File: config.mk
export PLATFORM = sky130hd
export DESIGN_NAME = phase_ramp_generator_flat
export DESIGN_NICKNAME = d
export VERILOG_FILES = /design/src/rtl/phase_ramp_generator_if.sv /design/src/rtl/phase_ramp_generator.sv /design/src/flat_wrapper.sv
export SDC_FILE = /design/constraint.sdc
export NUM_CORES = 1
export LEC_CHECK = 0
export CAP_MARGIN = 20
export CELL_PAD_IN_SITES_DETAIL_PLACEMENT = 1
export CELL_PAD_IN_SITES_GLOBAL_PLACEMENT = 2
export CORE_UTILIZATION = 35
export CTS_BUF_LIST = sky130_fd_sc_hd__clkbuf_8
export DETAILED_ROUTE_END_ITERATION = 10
export GPL_TIMING_DRIVEN = 0
export HOLD_SLACK_MARGIN = 0.12
export PLACE_DENSITY_LB_ADDON = 0.2
export SYNTH_ARGS = -nofsm -noshare
export SYNTH_HDL_FRONTEND = slang
export SYNTH_SLANG_ARGS = --single-unit
File: constraint.sdc
create_clock -name clock -period 3.12 [get_ports clock]
set_clock_uncertainty 0.05 [all_clocks]
set_input_delay 0.312 -clock clock [delete_from_list [all_inputs] [get_ports clock]]
set_output_delay 0.312 -clock clock [all_outputs]
set_load 0.01 [all_outputs]
File: src/rtl/phase_ramp_generator_if.sv
// phase_ramp_generator_if: phase sample stream toward the sine stage (valid/ready)
interface phase_ramp_generator_if;
  logic [15:0] phase_out;
  logic        phase_valid;
  logic        phase_ready;
  modport master (output phase_out, output phase_valid, input phase_ready);
  modport slave  (input phase_out, input phase_valid, output phase_ready);
endinterface

File: src/rtl/phase_ramp_generator.sv
// phase_ramp_generator: burst tone/chirp phase source; a 32-bit accumulator whose
// top 16 bits (65536 = 2*pi) are streamed to the sine stage over valid/ready.
module phase_ramp_generator #(
  parameter int ACC_W = 32,
  parameter int CNT_W = 16
) (
  input  logic                 clock,
  input  logic                 reset_n,
  input  logic                 start,
  input  logic                 abort,
  input  logic [15:0]          phase_init,
  input  logic [ACC_W-1:0]     freq_start,
  input  logic [ACC_W-1:0]     freq_step,
  input  logic [CNT_W-1:0]     num_samples,
  phase_ramp_generator_if.master ph,
  output logic                 busy,
  output logic                 done
);
  typedef enum logic [1:0] {IDLE, RUN, DONE} state_t;
  state_t             state_q;
  logic [ACC_W-1:0]   acc_q, freq_q, step_q, acc_d;
  logic [CNT_W-1:0]   rem_q;
  logic [15:0]        phase_q;
  logic               valid_q, busy_q, done_q, fire;
  assign acc_d          = acc_q + freq_q;
  assign fire           = valid_q && ph.phase_ready;
  assign ph.phase_out   = phase_q;
  assign ph.phase_valid = valid_q;
  assign busy           = busy_q;
  assign done           = done_q;
  // phase_q tracks acc_q's top bits as a register so the output never glitches
  always_ff @(posedge clock or negedge reset_n) begin
    if (!reset_n) begin
      state_q <= IDLE;
      acc_q   <= '0;
      freq_q  <= '0;
      step_q  <= '0;
      rem_q   <= '0;
      phase_q <= '0;
      valid_q <= 1'b0;
      busy_q  <= 1'b0;
      done_q  <= 1'b0;
    end else begin
      done_q <= 1'b0;
      if (abort) begin
        state_q <= IDLE;
        valid_q <= 1'b0;
        busy_q  <= 1'b0;
      end else begin
        case (state_q)
          IDLE: if (start) begin
            acc_q   <= {phase_init, {(ACC_W-16){1'b0}}};
            freq_q  <= freq_start;
            step_q  <= freq_step;
            rem_q   <= num_samples;
            phase_q <= phase_init;
            if (num_samples != '0) begin
              state_q <= RUN;
              valid_q <= 1'b1;
              busy_q  <= 1'b1;
            end else begin
              state_q <= DONE;
              done_q  <= 1'b1;
            end
          end
          RUN: if (fire) begin
            acc_q   <= acc_d;
            freq_q  <= freq_q + step_q;
            rem_q   <= rem_q - CNT_W'(1);
            phase_q <= acc_d[ACC_W-1 -: 16];
            if (rem_q == CNT_W'(1)) begin
              state_q <= DONE;
              valid_q <= 1'b0;
              busy_q  <= 1'b0;
              done_q  <= 1'b1;
            end
          end
          default: state_q <= IDLE;
        endcase
      end
    end
  end
endmodule

File: src/flat_wrapper.sv
// flat-port wrapper written by rule: the top's interface ports become plain ports
module phase_ramp_generator_flat 
#(
  parameter int ACC_W = 32,
  parameter int CNT_W = 16
)
  (clock, reset_n, start, abort, phase_init, freq_start, freq_step, num_samples, busy, done, ph_phase_out, ph_phase_valid, ph_phase_ready);
  phase_ramp_generator_if ph_i ();
  input  logic clock;
  input  logic reset_n;
  input  logic start;
  input  logic abort;
  input  logic [15:0] phase_init;
  input  logic [ACC_W-1:0] freq_start;
  input  logic [ACC_W-1:0] freq_step;
  input  logic [CNT_W-1:0] num_samples;
  output logic busy;
  output logic done;
  output wire logic [$bits(ph_i.phase_out)-1:0] ph_phase_out;
  output wire logic [$bits(ph_i.phase_valid)-1:0] ph_phase_valid;
  input wire logic [$bits(ph_i.phase_ready)-1:0] ph_phase_ready;
  assign ph_phase_out = ph_i.phase_out;
  assign ph_phase_valid = ph_i.phase_valid;
  assign ph_i.phase_ready = ph_phase_ready;
  phase_ramp_generator #(.ACC_W(ACC_W), .CNT_W(CNT_W)) u_core (.clock(clock), .reset_n(reset_n), .start(start), .abort(abort), .phase_init(phase_init), .freq_start(freq_start), .freq_step(freq_step), .num_samples(num_samples), .ph(ph_i), .busy(busy), .done(done));
endmodule
* Yosys cells after proc, flatten, opt, wreduce, memory -nomap -nowiden
Index checks and enable logic that the tools add are counted.
** Cells by class
- Add/sub/neg operators :: 3
- Equal/unequal tests :: 8
- Multiplexer cells :: 30
- Bitwise operators :: 1
- Reduce and logical (&&, ||, !) cells :: 9
** Operator list (count)
- $mux 32 :: 4
- $pmux 32 s2 :: 2
- $add 32x32->32 :: 2
- $mux 16 :: 4
- $pmux 16 s2 :: 2
- $eq 16x1->1 const B :: 1
- $reduce_bool 16->1 :: 1
- $sub 16x1->16 const B :: 1
- $mux 1 :: 10
- $mux 2 :: 5
- $ne 3x2->1 const B :: 3
- $reduce_and 3->1 :: 2
- $reduce_and 5->1 :: 1
- $pmux 1 s2 :: 2
- $pmux 2 s2 :: 1
- $reduce_and 4->1 :: 1
- $ne 3x3->1 const B :: 1
- $reduce_bool 3->1 :: 1
- $eq 2x1->1 const B :: 1
- $logic_not 2->1 :: 1
- $ne 2x1->1 const B :: 1
- $ne 2x2->1 const B :: 1
- $reduce_bool 2->1 :: 1
- $logic_and 1x1->1 :: 1
- $not 1->1 :: 1
** Word-level totals
- Register bits after elaboration :: 132
- Input bits :: 101
- Output and inout port bits :: 19
- Logic and storage cells :: 59

* Depth between registers and ports, before layout
- Depth in word-level cells :: 5
- Gate-level depth with buffers :: 13
- Depth with buffers taken out :: 13

* Worst setup path before layout
OpenSTA, ideal clock, no wires.
- Path type :: register to register
- Start :: reg u_core.freq_q[0]
- End :: reg u_core.freq_q[28]
- Setup time :: 0.077 ns
- Data arrival time :: 2.571 ns
- Data required time :: 2.993 ns
- Path slack :: 0.422 ns
- Stages on the path, launching flop included :: 13
- Path buffers :: 0
- Period minus slack after synthesis :: 2.698 ns
- Cell sequence :: dfrtp_1 > ha_1 > fa_1 > a21o_1 > a31oi_1 > nor4_2 > o21ai_1 > nand2_2 > a21boi_2 > o311a_2 > nor2b_1 > mux2_4 > a21oi_1
** Between the ends
- Word-level cells in the longest chain between the ends :: 3
** RTL lines
- start: declaration :: line phase_ramp_generator.sv:21 : logic [ACC_W-1:0] acc_q, freq_q, step_q, acc_d;
- start signal: assignment :: line phase_ramp_generator.sv:53 : freq_q <= freq_start;
- start signal: assignment :: line phase_ramp_generator.sv:68 : freq_q <= freq_q + step_q;
- $add 32x32->32 :: line phase_ramp_generator.sv:68
- $mux 32 :: line phase_ramp_generator.sv:66 : RUN: if (fire) begin
- $pmux 32 s2 :: line phase_ramp_generator.sv:50 : case (state_q)
Every way passes these cells. The select of a mux whose other input is x is not followed.
A chain may end at the register's enable or synchronous reset.

* Worst setup path in the final report
- Start :: reg u_core.freq_q[1]
- End :: reg u_core.freq_q[31]
The elaborated chain is that of the path after synthesis.

==> summary.md <==
| Metric | Value |
|---|---|
| Register area share after synthesis | `0.341` |
| Residual DRC count | `0` |
| Clk pwr share | `0.171` |
| Initial core utilization | `0.360` |
| Met2 usage | `0.434` |
| Starting DRT DRC Count | `371` |
| Worst EP required | `3.45 ns` |
| First-pass GRT wire length | `47,500 microns` |
| Die Height | `158 microns` |
| Die width | `158 microns` |
| Finished Core Util | `0.452` |
| Syn Area/Cell | `8.61 sq um` |
| Critical path class | `reg2reg` |
| Count of different cell masters after synthesis | `80` |
| Routed WL | `30,600 microns` |
| Leading area contributor after synthesis | `dfrtp_1` |
| Top-count cell post-synth | `dfrtp_1` |
| Root Driver | `clkbuf_8` |
| Max cap viols | `0` |
| Yosys top cell area share | `0.341` |
| RSZ-0062 raised after global routing | `true` |
| Aggregate global routing overflow | `0` |
| 1st-pass router iterations | `5` |
| Switching power of the nets | `3.72 mW` |
| Crit path largest cell delay | `0.47 ns` |
| Switching share of power | `0.442` |
| DR vias/cell | `5.51` |
| Synth area leaders | `dfrtp_1, ha_1, a21oi_1, o21ai_0, nand2_1` |
| Sequential share of power | `0.266` |
| Tcrit/Tclk final | `0.996` |
| Number of nets with antenna violations after routing | `0` |
| Fillcell total | `2,871` |
| DP HPWL | `23,000 microns` |
| Fmax | `322 MHz` |
| CP Launch Type | `flip-flop` |
| Max FO, Critical Path | `5` |
| Maximum number of pins on one net before global-route repair | `67` |
| CTS clk-pin slew, worst paths | `0.08 ns` |
| Clock sink count | `116` |
| GRT Total Usage | `0.256` |
| Async S/R FF share, synth | `1.00` |
| CTS max path bufs | `2` |
| Final TNS setup | `0 ns` |
| Least-Margin Pin Slew | `0.895 ns` |
| Vias | `8,072` |
| Rel. slew slack | `0.403` |
| Multi-input combinational cell area | `5360 sq um` |
| Min-delay worst type | `in2async` |
| Syn Inst Count | `990` |
| # port buffers | `119` |
| Peak supply drop | `0.269 mV` |
| Final #Nets | `1,303` |
| Post-Syn Nets | `1,157` |
| Placer congestion estimate | `0.857` |
| Reg2reg end | `u_core.freq_q[31]` |
| PwrDens | `786 nW/um^2` |
| Static leakage | `4.53 nW` |
| CP max stage cell | `dfrtp_2` |
| Fraction of layout cells with a size suffix above 1 | `0.120` |
| Internal power | `4.70 mW` |
| Syn Std Cell Area | `8520 sq um` |
| Worst Setup SP | `u_core.freq_q[1]` |
| Clock Latency Late Sink | `0.46 ns` |
| RR Startpoint | `u_core.freq_q[1]` |
| Worst R2R Setup Slack | `0.01 ns` |
| Site row count | `56` |
| Number of synthesized flops with an enable pin | `0` |
| CTS HTree Levels | `4` |
| Final Total Pwr | `8.42 mW` |
| Worst Path Buf+Inv | `0` |
| # diodes | `0` |
| GRT busiest layer | `met2` |
| Seq. cell area | `2900 sq um` |
| Synth cell count leaders | `dfrtp_1, a21oi_1, nand2_1, o21ai_0, nor2_1` |
| Synth Flop Type | `dfrtp_1` |
| CTS buffer count | `17` |
| CTS tree | `yes` |
| #FFs+latches synth | `116` |
| Met1 Track Usage GR | `0.339` |
| Die footprint | `25,000 sq um` |
| Ports | `120` |
| Area grow syn2layout | `25.6%` |
| Worst-path cell chain | `ha_1 > a21oi_1 > nor2_1 > or2_4 > a21oi_4 > o211ai_1 > a31o_1 > nor2b_1 > o31a_1 > o31a_1 > o211ai_1` |
| Final Hold Viols | `0` |
| Final Setup Violations | `0` |
| CP endpoint kind | `flip-flop` |
| Comb power frac | `0.563` |
| Vias in the first global route | `8,439` |
| Slew Limit Fails | `0` |
| Worst hold slack | `0.306 ns` |
| Data arrival, critical path | `3.43 ns` |
| Antenna violations before repair | `1` |
| Critical path's top delay family | `compound AO/OA/AOI/OAI gates` |
| GR met3 Demand/Resource | `0.0378` |
| Min cycle time layout | `3.11 ns` |
| R2R depth | `11` |
| Core area | `23,700 sq um` |
| Synth warn | `0` |
| Per-cell routed wire length | `20.8 microns` |
| Outcome | `finished clean` |
-- state kept, by name, indices dropped and copies added, names as in the netlist --
| signal | flops |
|---|---|
| u_core.done | 1 |
| u_core.state_q | 2 |
| u_core.ph.phase_out | 1 |
| u_core.step_q | 32 |
| u_core.rem_q | 16 |
| u_core.ph.phase_valid | 1 |
| u_core.acc_q | 31 |
| u_core.freq_q | 32 |
-- cell families (layout without fill, tap and decap cells) --
group / count (synthesis) / count (layout) / synth area share
fa+ha+maj: 66 / 66 / 0.0987
flops: 116 / 116 / 0.341
simple gates: 308 / 308 / 0.169
buf+inv: 80 / 237 / 0.0438
mux: 34 / 34 / 0.0452
compound gates: 335 / 335 / 0.250
xor+xnor: 51 / 51 / 0.0524
-- power groups by stage --
stage | combinational (mW) | clock [mW] | sequential (mW)
finish | 4.74 | 1.44 | 2.24
global route | 5.25 | 1.52 | 2.29
CTS | 4.61 | 1.45 | 2.24
detailed placement | 4.52 | 0 | 2.27
global placement | 4.45 | 0 | 2.26
floorplan | 3.36 | 0 | 2.10
-- worst max-delay path by stage --
| stage | endpoint | cells past startpoint |
|---|---|---|
| floorplan | u_core.freq_q[28] | 12 |
| global placement | u_core.freq_q[7] | 1 |
| detailed placement | u_core.freq_q[28] | 12 |
| CTS | u_core.freq_q[29] | 11 |
| global route | u_core.freq_q[31] | 11 |
| finish | u_core.freq_q[31] | 11 |
-- per-stage QoR --
step | setup slack [ns] | instance area (sq um) | cells
floorplan | 0.422 | 8520 | 990
global placement | -3.42 | 10100 | 1428
detailed placement | -0.133 | 10100 | 1430
CTS | 0.00461 | 10600 | 1461
global route | -0.0459 | 10700 | 1466
finish | 0.0129 | 10700 | 1466
-- cells in the final DEF, fill, tap and decap left out, types with 5 or more instances in the layout --
master / Yosys / layout
a211oi_1: 11 / 8
a21o_1: 29 / 29
a21oi_1: 108 / 106
a31oi_1: 18 / 16
and3_1: 15 / 15
buf_4: 17 / 24
clkbuf_1: 47 / 41
clkbuf_2: 0 / 5
clkbuf_8: 0 / 19
clkdlybuf4s50_1: 0 / 118
dfrtp_1: 116 / 115
ha_1: 64 / 62
inv_1: 12 / 14
mux2_2: 32 / 32
nand2_1: 102 / 102
nand2b_1: 9 / 9
nand3_1: 24 / 24
nand4_1: 10 / 10
nor2_1: 84 / 84
nor2b_1: 13 / 11
nor3_1: 15 / 14
nor4_1: 8 / 8
o21a_1: 9 / 8
o21ai_0: 85 / 84
o21bai_1: 8 / 7
o22ai_1: 7 / 7
or3_1: 9 / 9
xnor2_1: 30 / 30
xor2_1: 21 / 21
-- worst reg2reg max path, delay by kind of cell (launching register included) --
kind                     cells  cell delay [ns]
AO/OA/AOI/OAI                7             1.66
adder cells (fa/ha/maj)      1             0.29
flip-flops                   1             0.47
AND/OR/NAND/NOR              3             0.57
-- metal layers --
| metal | vias up | wire, microns |
|---|---|---|
| met4 | 0 | 476 |
| met5 | - | 0 |
| li1 | 3877 | - |
| met2 | 131 | 14700 |
| met3 | 30 | 905 |
| met1 | 4034 | 14500 |
-- repair_timing --
item / in CTS / in global routing
setup buffers: 0 / 6
endpoints found under the setup margin: 26 / 32
endpoints found under the hold margin: 50 / 0
pin swaps: 1 / 7
hold buffers: 1 / 0
gates resized for setup: 9 / 30
-- layout make-up --
| type | instances | share of cell area |
|---|---|---|
| Buffer | 67 | 0.0310 |
| Clock buffer | 19 | 0.0244 |
| Clock inverter | 11 | 0.0106 |
| Inverter | 12 | 0.00421 |
| Multi-Input combinational cell | 794 | 0.501 |
| Sequential cell | 116 | 0.271 |
| Tap cell | 319 | 0.0373 |
| Timing Repair Buffer | 128 | 0.120 |
(Power assumes the default switching activity.)
